===== config.mk =====
export PLATFORM = sky130hd
export DESIGN_NAME = cop_perfcnt
export DESIGN_NICKNAME = d
export VERILOG_FILES = /design/src/rtl/cop_perfcnt.sv
export SDC_FILE = /design/constraint.sdc
export NUM_CORES = 1
export LEC_CHECK = 0
export CAP_MARGIN = 10
export CORE_MARGIN = 1
export CORE_UTILIZATION = 53
export DETAILED_ROUTE_END_ITERATION = 10
export PLACE_DENSITY = 0.73
export SLEW_MARGIN = 20
export SYNTH_ARGS = -nofsm -noshare
export SYNTH_HDL_FRONTEND = slang
export SYNTH_SLANG_ARGS = --single-unit

===== constraint.sdc =====
create_clock -name SYSCLK -period 2.3 [get_ports SYSCLK]
set_input_delay 0.575 -clock SYSCLK [delete_from_list [all_inputs] [get_ports SYSCLK]]
set_output_delay 0.575 -clock SYSCLK [all_outputs]
set_load 0.01 [all_outputs]

===== src/rtl/cop_perfcnt.sv =====
// Performance counter bank: NCNT event counters with EN/IE/OVF/ESEL controls behind a 5-bit register port.
// Reads return data one cycle after CRDGEN; no backpressure. COP_PERFCNT_OVFINT_EN compiles in IE and PERF_INT_R.
module cop_perfcnt #(
  parameter int NCNT  = 4,
  parameter int CNT_W = 32,
  parameter int NEV   = 8
) (
  input  logic            SYSCLK,
  input  logic            RESET_D1_R_N,
  input  logic [NEV-1:0]  EVENTS,
  input  logic            HALT,
  input  logic [4:0]      CRDADDR,
  input  logic            CRDGEN,
  output logic [31:0]     CRDDATA_R,
  input  logic [4:0]      CWRADDR,
  input  logic            CWRGEN,
  input  logic [31:0]     CWRDATA,
  output logic            PERF_INT_R
);

  logic [NCNT-1:0][CNT_W-1:0] cnt_q, cnt_d;
  logic [NCNT-1:0][3:0]       esel_q, esel_d;
  logic [NCNT-1:0]            en_q, en_d;
  logic [NCNT-1:0]            ie_q, ie_d;
  logic [NCNT-1:0]            ovf_q, ovf_d;
  logic [31:0]                rdata_q, rdata_d;
  logic                       perf_int_q, perf_int_d;

  logic [15:0]     ev_pad;
  logic [NCNT-1:0] cnt_wr, ctl_wr, inc, hw_ovf;
  logic [31:0]     rd_val;
  logic            unused_wdata;

  assign unused_wdata = ^{CWRDATA[31:8], CWRDATA[3]};

  always_comb begin
    // Unimplemented event lines read as 0, so ESEL >= NEV never counts.
    ev_pad = '0;
    ev_pad[NEV-1:0] = EVENTS;

    cnt_d   = cnt_q;
    esel_d  = esel_q;
    en_d    = en_q;
    ie_d    = ie_q;
    ovf_d   = ovf_q;
    cnt_wr  = '0;
    ctl_wr  = '0;
    inc     = '0;
    hw_ovf  = '0;
    rd_val  = '0;

    for (int i = 0; i < NCNT; i++) begin
      cnt_wr[i] = CWRGEN && (CWRADDR == 5'(2 * i));
      ctl_wr[i] = CWRGEN && (CWRADDR == 5'(2 * i + 1));
      inc[i]    = en_q[i] && !HALT && ev_pad[esel_q[i]];
      // A counter write drops the increment, including its wrap and OVF.
      hw_ovf[i] = inc[i] && !cnt_wr[i] && (&cnt_q[i]);

      if (cnt_wr[i]) begin
        cnt_d[i] = CWRDATA[CNT_W-1:0];
      end else if (inc[i]) begin
        cnt_d[i] = cnt_q[i] + 1'b1;
      end

      if (ctl_wr[i]) begin
        en_d[i]   = CWRDATA[0];
`ifdef COP_PERFCNT_OVFINT_EN
        ie_d[i]   = CWRDATA[1];
`else
        ie_d[i]   = 1'b0;
`endif
        ovf_d[i]  = CWRDATA[2] | hw_ovf[i];
        esel_d[i] = CWRDATA[7:4];
      end else if (hw_ovf[i]) begin
        ovf_d[i] = 1'b1;
      end

      if (CRDADDR == 5'(2 * i)) begin
        rd_val[CNT_W-1:0] = cnt_q[i];
      end else if (CRDADDR == 5'(2 * i + 1)) begin
        rd_val[7:0] = {esel_q[i], 1'b0, ovf_q[i], ie_q[i], en_q[i]};
      end
    end

    rdata_d = CRDGEN ? rd_val : rdata_q;

`ifdef COP_PERFCNT_OVFINT_EN
    perf_int_d = |(ovf_q & ie_q);
`else
    perf_int_d = 1'b0;
`endif
  end

  always_ff @(posedge SYSCLK) begin
    if (!RESET_D1_R_N) begin
      cnt_q      <= '0;
      esel_q     <= '0;
      en_q       <= '0;
      ie_q       <= '0;
      ovf_q      <= '0;
      rdata_q    <= '0;
      perf_int_q <= 1'b0;
    end else begin
      cnt_q      <= cnt_d;
      esel_q     <= esel_d;
      en_q       <= en_d;
      ie_q       <= ie_d;
      ovf_q      <= ovf_d;
      rdata_q    <= rdata_d;
      perf_int_q <= perf_int_d;
    end
  end

  assign CRDDATA_R  = rdata_q;
  assign PERF_INT_R = perf_int_q;

endmodule

After elaboration in Yosys (flattened, before gate mapping)
Cells that the tools add are included.
{"block": "classes", "addsub": 4, "n_lt_le_gt_ge": 4, "n_eq_ne": 14, "mux": 36, "bitwise_logic": 4, "n_reduce_logical": 43}
{"operator": "2-to-1 mux 32 bit", "n": 8}
{"operator": "adder 32 x 1 -> 32 bit, second input constant", "n": 4}
{"operator": "AND reduction 32 bit", "n": 4}
{"operator": "2-to-1 mux 24 bit", "n": 4}
{"operator": "2-to-1 mux 8 bit", "n": 8}
{"operator": "== test 5 x 3 -> 1 bit, second input constant", "n": 8}
{"operator": "logical AND 1 bit", "n": 24}
{"operator": "== test 5 x 2 -> 1 bit, second input constant", "n": 4}
{"operator": "< comparator 4 x 5 -> 1 bit, second input constant", "n": 4}
{"operator": "binary-select mux 1 bit (select 4 bit)", "n": 4}
{"operator": "nonzero test 2 bit", "n": 8}
{"operator": "2-to-1 mux 1 bit", "n": 12}
{"operator": "== test 5 x 1 -> 1 bit, second input constant", "n": 2}
{"operator": "zero test 5 bit", "n": 2}
{"operator": "zero test 1 bit", "n": 5}
{"operator": "bitwise OR 1 bit", "n": 4}
{"block": "word_totals", "reg_bits": 184, "in_bits": 55, "wordCells": 122}

Depth between registers and ports, before layout
Gate-level depths: netlist of run 1.
{"block": "logic_depth", "word_depth": 9, "ltp_mapped": 9, "ltp_nobuf": 7}

Worst setup path after synthesis of run 1
OpenSTA, ideal clock, no wires.
{"block": "synth_path", "path_type": "in2reg", "start": "input port HALT", "end": "register cnt_q[114] in the netlist's numbering", "setup_time_ns": 0.133, "arrival_ns": 2.117, "t_required_ns": 2.167, "slack_ns": 0.050, "path_stages": 7, "n_path_buf": 1, "path_cell_list": "or3b_2 > a211oi_1 > nand3_1 > buf_2 > nor4_1 > xnor2_1 > a21oi_1"}
{"block": "synth_via", "elab_chain_len": 4}
{"element": "start: declaration", "line_no": "11", "rtl": "input logic HALT,"}
{"element": "zero test 1 bit", "line_no": "55", "rtl": "inc[i] = en_q[i] && !HALT && ev_pad[esel_q[i]];"}
{"element": "logical AND 1 bit (2 in series)", "line_no": "55"}
{"element": "nonzero test 2 bit (no source line)"}
{"element": "end signal: assignment", "line_no": "104", "rtl": "cnt_q <= cnt_d;"}
{"element": "end: declaration", "line_no": "21", "rtl": "logic [NCNT-1:0][CNT_W-1:0] cnt_q, cnt_d;"}
Every way passes these cells.
A chain may end at the register's enable or synchronous reset.

Final worst setup path of run 1
{"block": "layout_path", "start": "input port CRDADDR[1]", "end": "register rdata_q[5], in the netlist CRDDATA_R[5]"}
{"block": "layout_via", "elab_chain_len": 9, "elab_cells_between_ends": 16}
{"element": "start: declaration", "line_no": "12", "rtl": "input logic [4:0] CRDADDR,"}
{"element": "== test 5 x 1 -> 1 bit", "line_no": "80", "rtl": "end else if (CRDADDR == 5'(2 * i + 1)) begin"}
{"element": "2-to-1 mux 8 bit", "line_no": "80"}
{"element": "2-to-1 mux 8 bit", "line_no": "78", "rtl": "if (CRDADDR == 5'(2 * i)) begin"}
{"element": "2-to-1 mux 8 bit", "line_no": "80"}
{"element": "2-to-1 mux 8 bit", "line_no": "78"}
{"element": "2-to-1 mux 8 bit", "line_no": "80"}
{"element": "2-to-1 mux 8 bit", "line_no": "78"}
{"element": "2-to-1 mux 8 bit", "line_no": "80"}
{"element": "2-to-1 mux 8 bit *", "line_no": "78"}
{"element": "end signal: assignment", "line_no": "109", "rtl": "rdata_q <= rdata_d;"}
{"element": "end: declaration", "line_no": "26", "rtl": "logic [31:0] rdata_q, rdata_d;"}
Every way passes the cells marked *; elsewhere a longest branch is shown, timed or not.

==> metrics.md, run 1 <==
| Metric | Value |
|---|---|
| Die area | `19400 um^2` |
| Fmax | `0.433 GHz` |
| Setup TNS | `-0.00905 ns` |
| Vias in the first global route | `9588` |
| Worst-path clk slew | `0.07 ns` |
| Netlist cell types | `60` |
| Area growth syn-to-layout | `26.6%` |
| Violated checks | `negative setup slack` |
| Post-route ant nets | `0` |
| Dpl hpwl | `24.0 mm` |
| 1st-iter DRT viols | `1274` |
| Routed Wire Length | `34.6 mm` |
| Main synth FF type | `dfxtp_1` |
| Die Ht | `139 um` |
| CTS Buf Count | `17` |
| Max Buffers Root-to-Sink | `2` |
| Core Box Area | `18200 um^2` |
| Drt wl/cell | `21.4 um` |
| CP Data Required Time | `2.68 ns` |
| Final Net Count | `1432` |
| Placed Cells | `1580` |
| # fillers | `1487` |
| WP data arrival | `2.69 ns` |
| Seq pwr share | `0.477` |
| Routed wl met3 | `3.72 mm` |
| Power Total | `6920 uW` |
| Worst Max-Slew Pin Slew | `0.698 ns` |
| Post-synthesis register bit count | `184` |
| # IOs | `88` |
| Clock period minus worst slack | `2.31 ns` |
| Startpoint class of the critical path | `input port` |
| Critical path class | `in2reg` |
| Max IR drop VDD | `522 uV` |
| Largest net degree at the start of global routing | `128` |
| Int Pwr | `5070 uW` |
| First-pass GRT wire length | `53.8 mm` |
| RSZ-0062 raised after global routing | `false` |
| DRC | `0` |
| Syn Inst Count | `1231` |
| Crit share post-route | `1.00` |
| Post-Syn Area per Cell | `8.13 um^2` |
| Met1 wire length | `14.8 mm` |
| PwrDens | `546 nW/um^2` |
| Latest clock arrival within the worst-skew pair | `0.44 ns` |
| Met2 wire length | `15.2 mm` |
| Vias | `10300` |
| Seq. cell area | `3690 um^2` |
| Starting density of the core | `0.550` |
| Leakage | `0.00431 uW` |
| Warnings, synthesis | `0` |
| Initial antenna violation count | `2` |
| Final Setup Violations | `1` |
| Fraction of registers with async set/reset | `0` |
| Via-to-Cell Ratio | `6.36` |
| Htree depth | `4` |
| Synthesized Nets | `1290` |
| Crit-path cells | `clkdlybuf4s50_1 -> buf_4 -> o32ai_1 -> a2111oi_0 -> o21ai_0 -> nand2_1` |
| Multi-input logic area | `6070 um^2` |
| Gpl congestion | `0.965` |
| Hold WC Path Type | `reg2reg` |
| Crit path max fanout | `15` |
| Layout cells sized above 1 | `0.154` |
| Sw frac | `0.267` |
| MaxCap Viol Count | `0` |
| Slowest stage cell, crit path | `clkdlybuf4s50_1` |
| TritonCTS Sinks | `184` |
| Slowest stage delay, CP | `0.69 ns` |
| Clock power share | `0.431` |
| Slew Limit Fails | `0` |
| Status | `finished with violations` |
| Fin. Hold Viols | `0` |
| Tot GR Track Use | `0.358` |
| CTS root buffer | `clkbuf_16` |
| Worst setup EP type | `flip-flop` |
| Die X | `139 um` |
| Most frequent cells in the layout | `182 x dfxtp_1, 157 x o21ai_0, 126 x a21oi_1, 111 x buf_4, 84 x xnor2_1` |
| Worst clock skew | `0.0105 ns` |
| Seq/Total Area, Yosys | `0.368` |
| Row count | `49` |
| Finished Layout Cells | `1617` |
| TritonCTS clock tree | `yes` |
| Number of port buffers | `86` |
| Remaining Overflow, GRT | `0` |
| Max layer used | `met4` |
| Combinational group share of total power | `0.092` |
| Synthesized area | `10000 um^2` |
| Worst setup margin | `-0.00905 ns` |
| Drt pass-1 iters | `5` |
| Slew headroom | `0.523` |
| Post-synth EDFFs | `0` |
| NetSw | `1850 uW` |
| Leading cell type in the layout, fill and taps excluded | `dfxtp_1` |
critical path: cells and delay by family:
kind | cells | cell delay (ns)
AOI/OAI and AO/OA | 3 | 1.04
and+or+nand+nor | 1 | 0.10
buffers and inverters | 2 | 0.97
cells by family (layout without fill, tap and decap cells):
logic type | count (synthesis) | after routing | share of synthesized area
other cells | 1 | 3 | 0.000375
flops | 184 | 184 | 0.368
xor+xnor | 119 | 119 | 0.104
buf+inv | 108 | 262 | 0.0437
compound gates | 398 | 398 | 0.226
mux | 54 | 54 | 0.0600
fa+ha+maj | 4 | 4 | 0.00500
simple gates | 363 | 364 | 0.193
cell usage after synthesis, drive strengths merged (15+ instances only):
cell type / count / area (um^2)
nor2: 73 / 274
buf: 15 / 88.8
nand3: 39 / 195
o21ai: 158 / 791
nor3: 42 / 225
inv: 19 / 71.3
nand2: 75 / 282
a21oi: 126 / 631
xnor2: 84 / 736
clkbuf: 74 / 278
nor4: 21 / 178
mux2i: 42 / 420
nand4: 33 / 213
dfxtp: 184 / 3680
a31oi: 28 / 175
xor2: 35 / 307
a22oi: 53 / 398
and3: 26 / 163
area by class of cell:
type | count | area share
clock inverters | 14 | 0.0122
flip-flops and latches | 184 | 0.291
repair buffers | 211 | 0.156
clock buffers | 18 | 0.0339
inverters | 19 | 0.00563
well taps | 229 | 0.0226
multi-input cells | 940 | 0.479
diodes | 2 | 0.000395
per-layer routing:
layer,vias to the layer above,track usage
li1,4799,-
met1,4864,0.491
met2,546,0.542
met3,78,0.0929
met4,0,0.126
met5,-,0
per-stage QoR:
step / hold WS, ns / area (um^2) / setup slack [ns] / utilization
2_1_floorplan: 0.467 / 10000 / 0.0505 / -
3_3_place_gp: 0.438 / 11900 / -0.624 / 0.653
3_5_place_dp: 0.434 / 11900 / -0.692 / 0.653
4_1_cts: 0.449 / 12500 / -0.0103 / 0.689
5_1_grt: 0.507 / 12700 / 0.00304 / 0.696
6_report: 0.456 / 12700 / -0.00905 / 0.696
power by group through the flow:
stage / combinational [uW] / clock, uW / sequential (uW)
after floorplan: 251 / 0 / 3370
after global placement: 604 / 0 / 3370
after global routing: 676 / 3130 / 3300
after CTS: 614 / 3000 / 3290
after detailed placement: 613 / 0 / 3370
final: 636 / 2990 / 3300
sequential cells by signal, summed over array words and instances (netlist names):
signal,cells
ovf_q,4
esel_q,16
CRDDATA_R,32
cnt_q,128
en_q,4
path summary, 6_finish.rpt:
| path | startpoint | endpoint | slack [ns] | cells past startpoint |
|---|---|---|---|---|
| hold reg to reg | CRDDATA_R[5] | CRDDATA_R[5] | 0.46 | 2 |
| setup reg to reg | cnt_q[76] | cnt_q[91] | 0.07 | 7 |
| setup / recovery | CRDADDR[1] | CRDDATA_R[5] | -0.009 | 6 |
| hold / removal | CRDDATA_R[5] | CRDDATA_R[5] | 0.46 | 2 |
repair_timing:
item                                   CTS  global route
setup endpoints to repair               56            52
endpoints found under the hold margin    0             0
resized for setup                       15            28
buffers inserted                         2             0
pin swaps                                3             9
cloned                                   1             1
hold buffers                             0             0
Note: power is estimated with default switching activity, not from simulation.
==> run 2, diff against run 1 <==
--- a/config.mk
+++ b/config.mk
@@ -7,8 +7,9 @@
 export LEC_CHECK = 0
 export CAP_MARGIN = 10
 export CORE_MARGIN = 1
-export CORE_UTILIZATION = 53
+export CORE_UTILIZATION = 55
 export DETAILED_ROUTE_END_ITERATION = 10
+export MAX_ROUTING_LAYER = met4
 export PLACE_DENSITY = 0.73
 export SLEW_MARGIN = 20
 export SYNTH_ARGS = -nofsm -noshare
==> constraint.sdc (replaced) <==
create_clock -name SYSCLK -period 3 [get_ports SYSCLK]
set_input_delay 0.75 -clock SYSCLK [delete_from_list [all_inputs] [get_ports SYSCLK]]
set_output_delay 0.75 -clock SYSCLK [all_outputs]
set_load 0.01 [all_outputs]
==> run 2 against run 1 <==
The run now ends clean. Clock power fell by 24%. Sequential cell count unchanged. Critical path type unchanged. Worst hold slack improved by 0.022 ns. Via count down 4.3%. Combinational power down 30%. Clock-buffer cell count grew 1. Die area down 3.6%. Critical endpoint is now cnt_q[89].
==> metrics.md, run 2 (synthesis gave the netlist of run 1 again) <==
| Metric | Value |
|---|---|
| CTS root buffer | `clkbuf_16 (unchanged)` |
| Largest Register | `cnt_q (unchanged)` |
| First-pass GRT wire length | `49.6 mm (was 53.8 mm)` |
| # IOs | `88 (unchanged)` |
| Layout cells sized above 1 | `0.0937 (was 0.154)` |
| Post-route ant nets | `0 (unchanged)` |
| Routed Wire Length | `32.2 mm (was 34.6 mm)` |
| Leakage | `0.00374 uW (was 0.00431 uW)` |
| Die Ht | `137 um (was 139 um)` |
| Area growth syn-to-layout | `18.2% (was 26.6%)` |
| PwrDens | `442 nW/um^2 (was 546 nW/um^2)` |
| Largest net degree at the start of global routing | `88 (was 128)` |
| Remaining Overflow, GRT | `0 (unchanged)` |
| RSZ-0062 raised after global routing | `false (unchanged)` |
| TritonCTS clock tree | `yes (unchanged)` |
| Drt wl/cell | `20.9 um (was 21.4 um)` |
| CP Buf/Inv Count | `2 (unchanged)` |
| Starting density of the core | `0.571 (was 0.550)` |
| Gpl congestion | `0.950 (was 0.965)` |
| Number of port buffers | `86 (unchanged)` |
| Die X | `137 um (was 139 um)` |
| Resized Gates After CTS | `0 (was 15)` |
| Post-CTS setup buffer count | `0 (was 2)` |
| Slowest stage delay, CP | `0.53 ns (was 0.69 ns)` |
| Fmax | `0.362 GHz` |
| Crit-path cells | `clkdlybuf4s50_1 -> nor4bb_1 -> o21ai_0 -> or4_1 -> buf_4 -> nor4_1 -> xnor2_1 -> a21oi_1 (was clkdlybuf4s50_1 -> buf_4 -> o32ai_1 -> a2111oi_0 -> o21ai_0 -> nand2_1)` |
| Worst setup EP type | `flip-flop (unchanged)` |
| Tot GR Track Use | `0.363 (was 0.358)` |
| CP Data Required Time | `3.30 ns (was 2.68 ns)` |
| TritonCTS Sinks | `184 (unchanged)` |
| Fin. Hold Viols | `0 (unchanged)` |
| CTS Hold Buffers Added | `0 (unchanged)` |
| Slew Limit Fails | `0 (unchanged)` |
| Core Box Area | `17500 um^2 (was 18200 um^2)` |
| Hold WC Path Type | `reg2reg (unchanged)` |
| Latest clock arrival within the worst-skew pair | `0.44 ns (about the same)` |
| Htree depth | `4 (unchanged)` |
| Leading cell type in the layout, fill and taps excluded | `dfxtp_1 (unchanged)` |
| MaxCap Viol Count | `0 (unchanged)` |
| Final Net Count | `1359 (was 1432)` |
| Worst-path clk slew | `0.08 ns (was 0.07 ns)` |
| Initial antenna violation count | `3 (was 2)` |
| Final Setup Violations | `0 (was 1)` |
| Worst hold slack | `0.478 ns (was 0.456 ns)` |
| Setup TNS | `0 ns (was -0.00905 ns)` |
| Slowest stage cell, crit path | `clkdlybuf4s50_1 (unchanged)` |
| WP data arrival | `3.06 ns (was 2.69 ns)` |
| Vias in the first global route | `8749 (was 9588)` |
| Clock period minus worst slack | `2.76 ns` |
| Vias | `9841 (was 10300)` |
| Slew headroom | `0.491 (was 0.523)` |
| Row count | `48 (was 49)` |
| Most frequent cells in the layout | `184 x dfxtp_1, 158 x o21ai_0, 126 x a21oi_1, 84 x xnor2_1, 84 x clkdlybuf4s50_1 (was 182 x dfxtp_1, 157 x o21ai_0, 126 x a21oi_1, 111 x buf_4, 84 x xnor2_1)` |
| Fin util | `0.675 (was 0.696)` |
| Startpoint class of the critical path | `input port (unchanged)` |
| Max IR drop VDD | `467 uV (was 522 uV)` |
| Max FFs per register | `128 (unchanged)` |
| DRC | `0 (unchanged)` |
| Worst clock skew | `0.0121 ns (was 0.0105 ns)` |
| Status | `finished, final reports clean (was finished with violations)` |
| Die area | `18700 um^2 (was 19400 um^2)` |
| Crit share post-route | `0.920` |
| Via-to-Cell Ratio | `6.39 (was 6.36)` |
| Worst Max-Slew Pin Slew | `0.763 ns (was 0.698 ns)` |
| Critical path's top delay family | `simple AND/OR/NAND/NOR gates (was compound AO/OA/AOI/OAI gates)` |
| Crit path max fanout | `15 (unchanged)` |
| Max Buffers Root-to-Sink | `2 (unchanged)` |
| Critical path class | `in2reg (unchanged)` |
| 1st-iter DRT viols | `1176 (was 1274)` |
| Dpl hpwl | `23.1 mm (was 24.0 mm)` |
| CTS Buf Count | `17 (unchanged)` |
| Drt pass-1 iters | `5 (unchanged)` |
run 2: power breakdown:
part	internal (uW)	switching, uW
clock network	1190	1060
registers	2490	46.8
logic	194	252
total	3870	1360
run 2: stage by stage:
step	total power, uW	cells	area, um^2	setup slack (ns)
2_1_floorplan	2770	1231	10000	0.575
3_3_place_gp	3010	1506	11300	-0.137
3_5_place_dp	3020	1506	11300	-0.166
4_1_cts	5240	1538	11800	0.288
5_1_grt	5380	1540	11800	0.141
6_report	5230	1540	11800	0.241
run 2: worst reg2reg max path, stage by stage (launching register included):
cell and delay (ns):
dfxtp_1 0.47, and4_4 0.29, nand4_1 0.19, or4_1 0.54, buf_4 0.22, nor4_1 0.33
xnor2_1 0.17, a21oi_1 0.08
run 2: final cells by class:
class / count / area (um^2)
Fill cell: 1510 / 5700
Clock inverter: 13 / 134
Sequential cell: 184 / 3680
Timing Repair Buffer: 139 / 1300
Inverter: 19 / 71.3
Antenna cell: 2 / 5.00
Clock buffer: 19 / 443
Multi-Input combinational cell: 939 / 5910
Tap cell: 225 / 282
run 2: worst paths after layout:
kind	depth (start not counted)	endpoint	start	slack, ns
setup reg to reg	7	cnt_q[89]	cnt_q[73]	0.57
hold reg to reg	2	CRDDATA_R[4]	CRDDATA_R[4]	0.48
hold / removal	2	CRDDATA_R[4]	CRDDATA_R[4]	0.48
setup / recovery	8	cnt_q[89]	HALT	0.24
run 2: metal layers:
metal,vias to the layer above,part of all wire,GRT usage
met2,469,0.43,0.513
met5,-,0,-
met1,4660,0.45,0.512
met3,61,0.10,0.0859
met4,0,0.021,0.0989
li1,4651,-,-
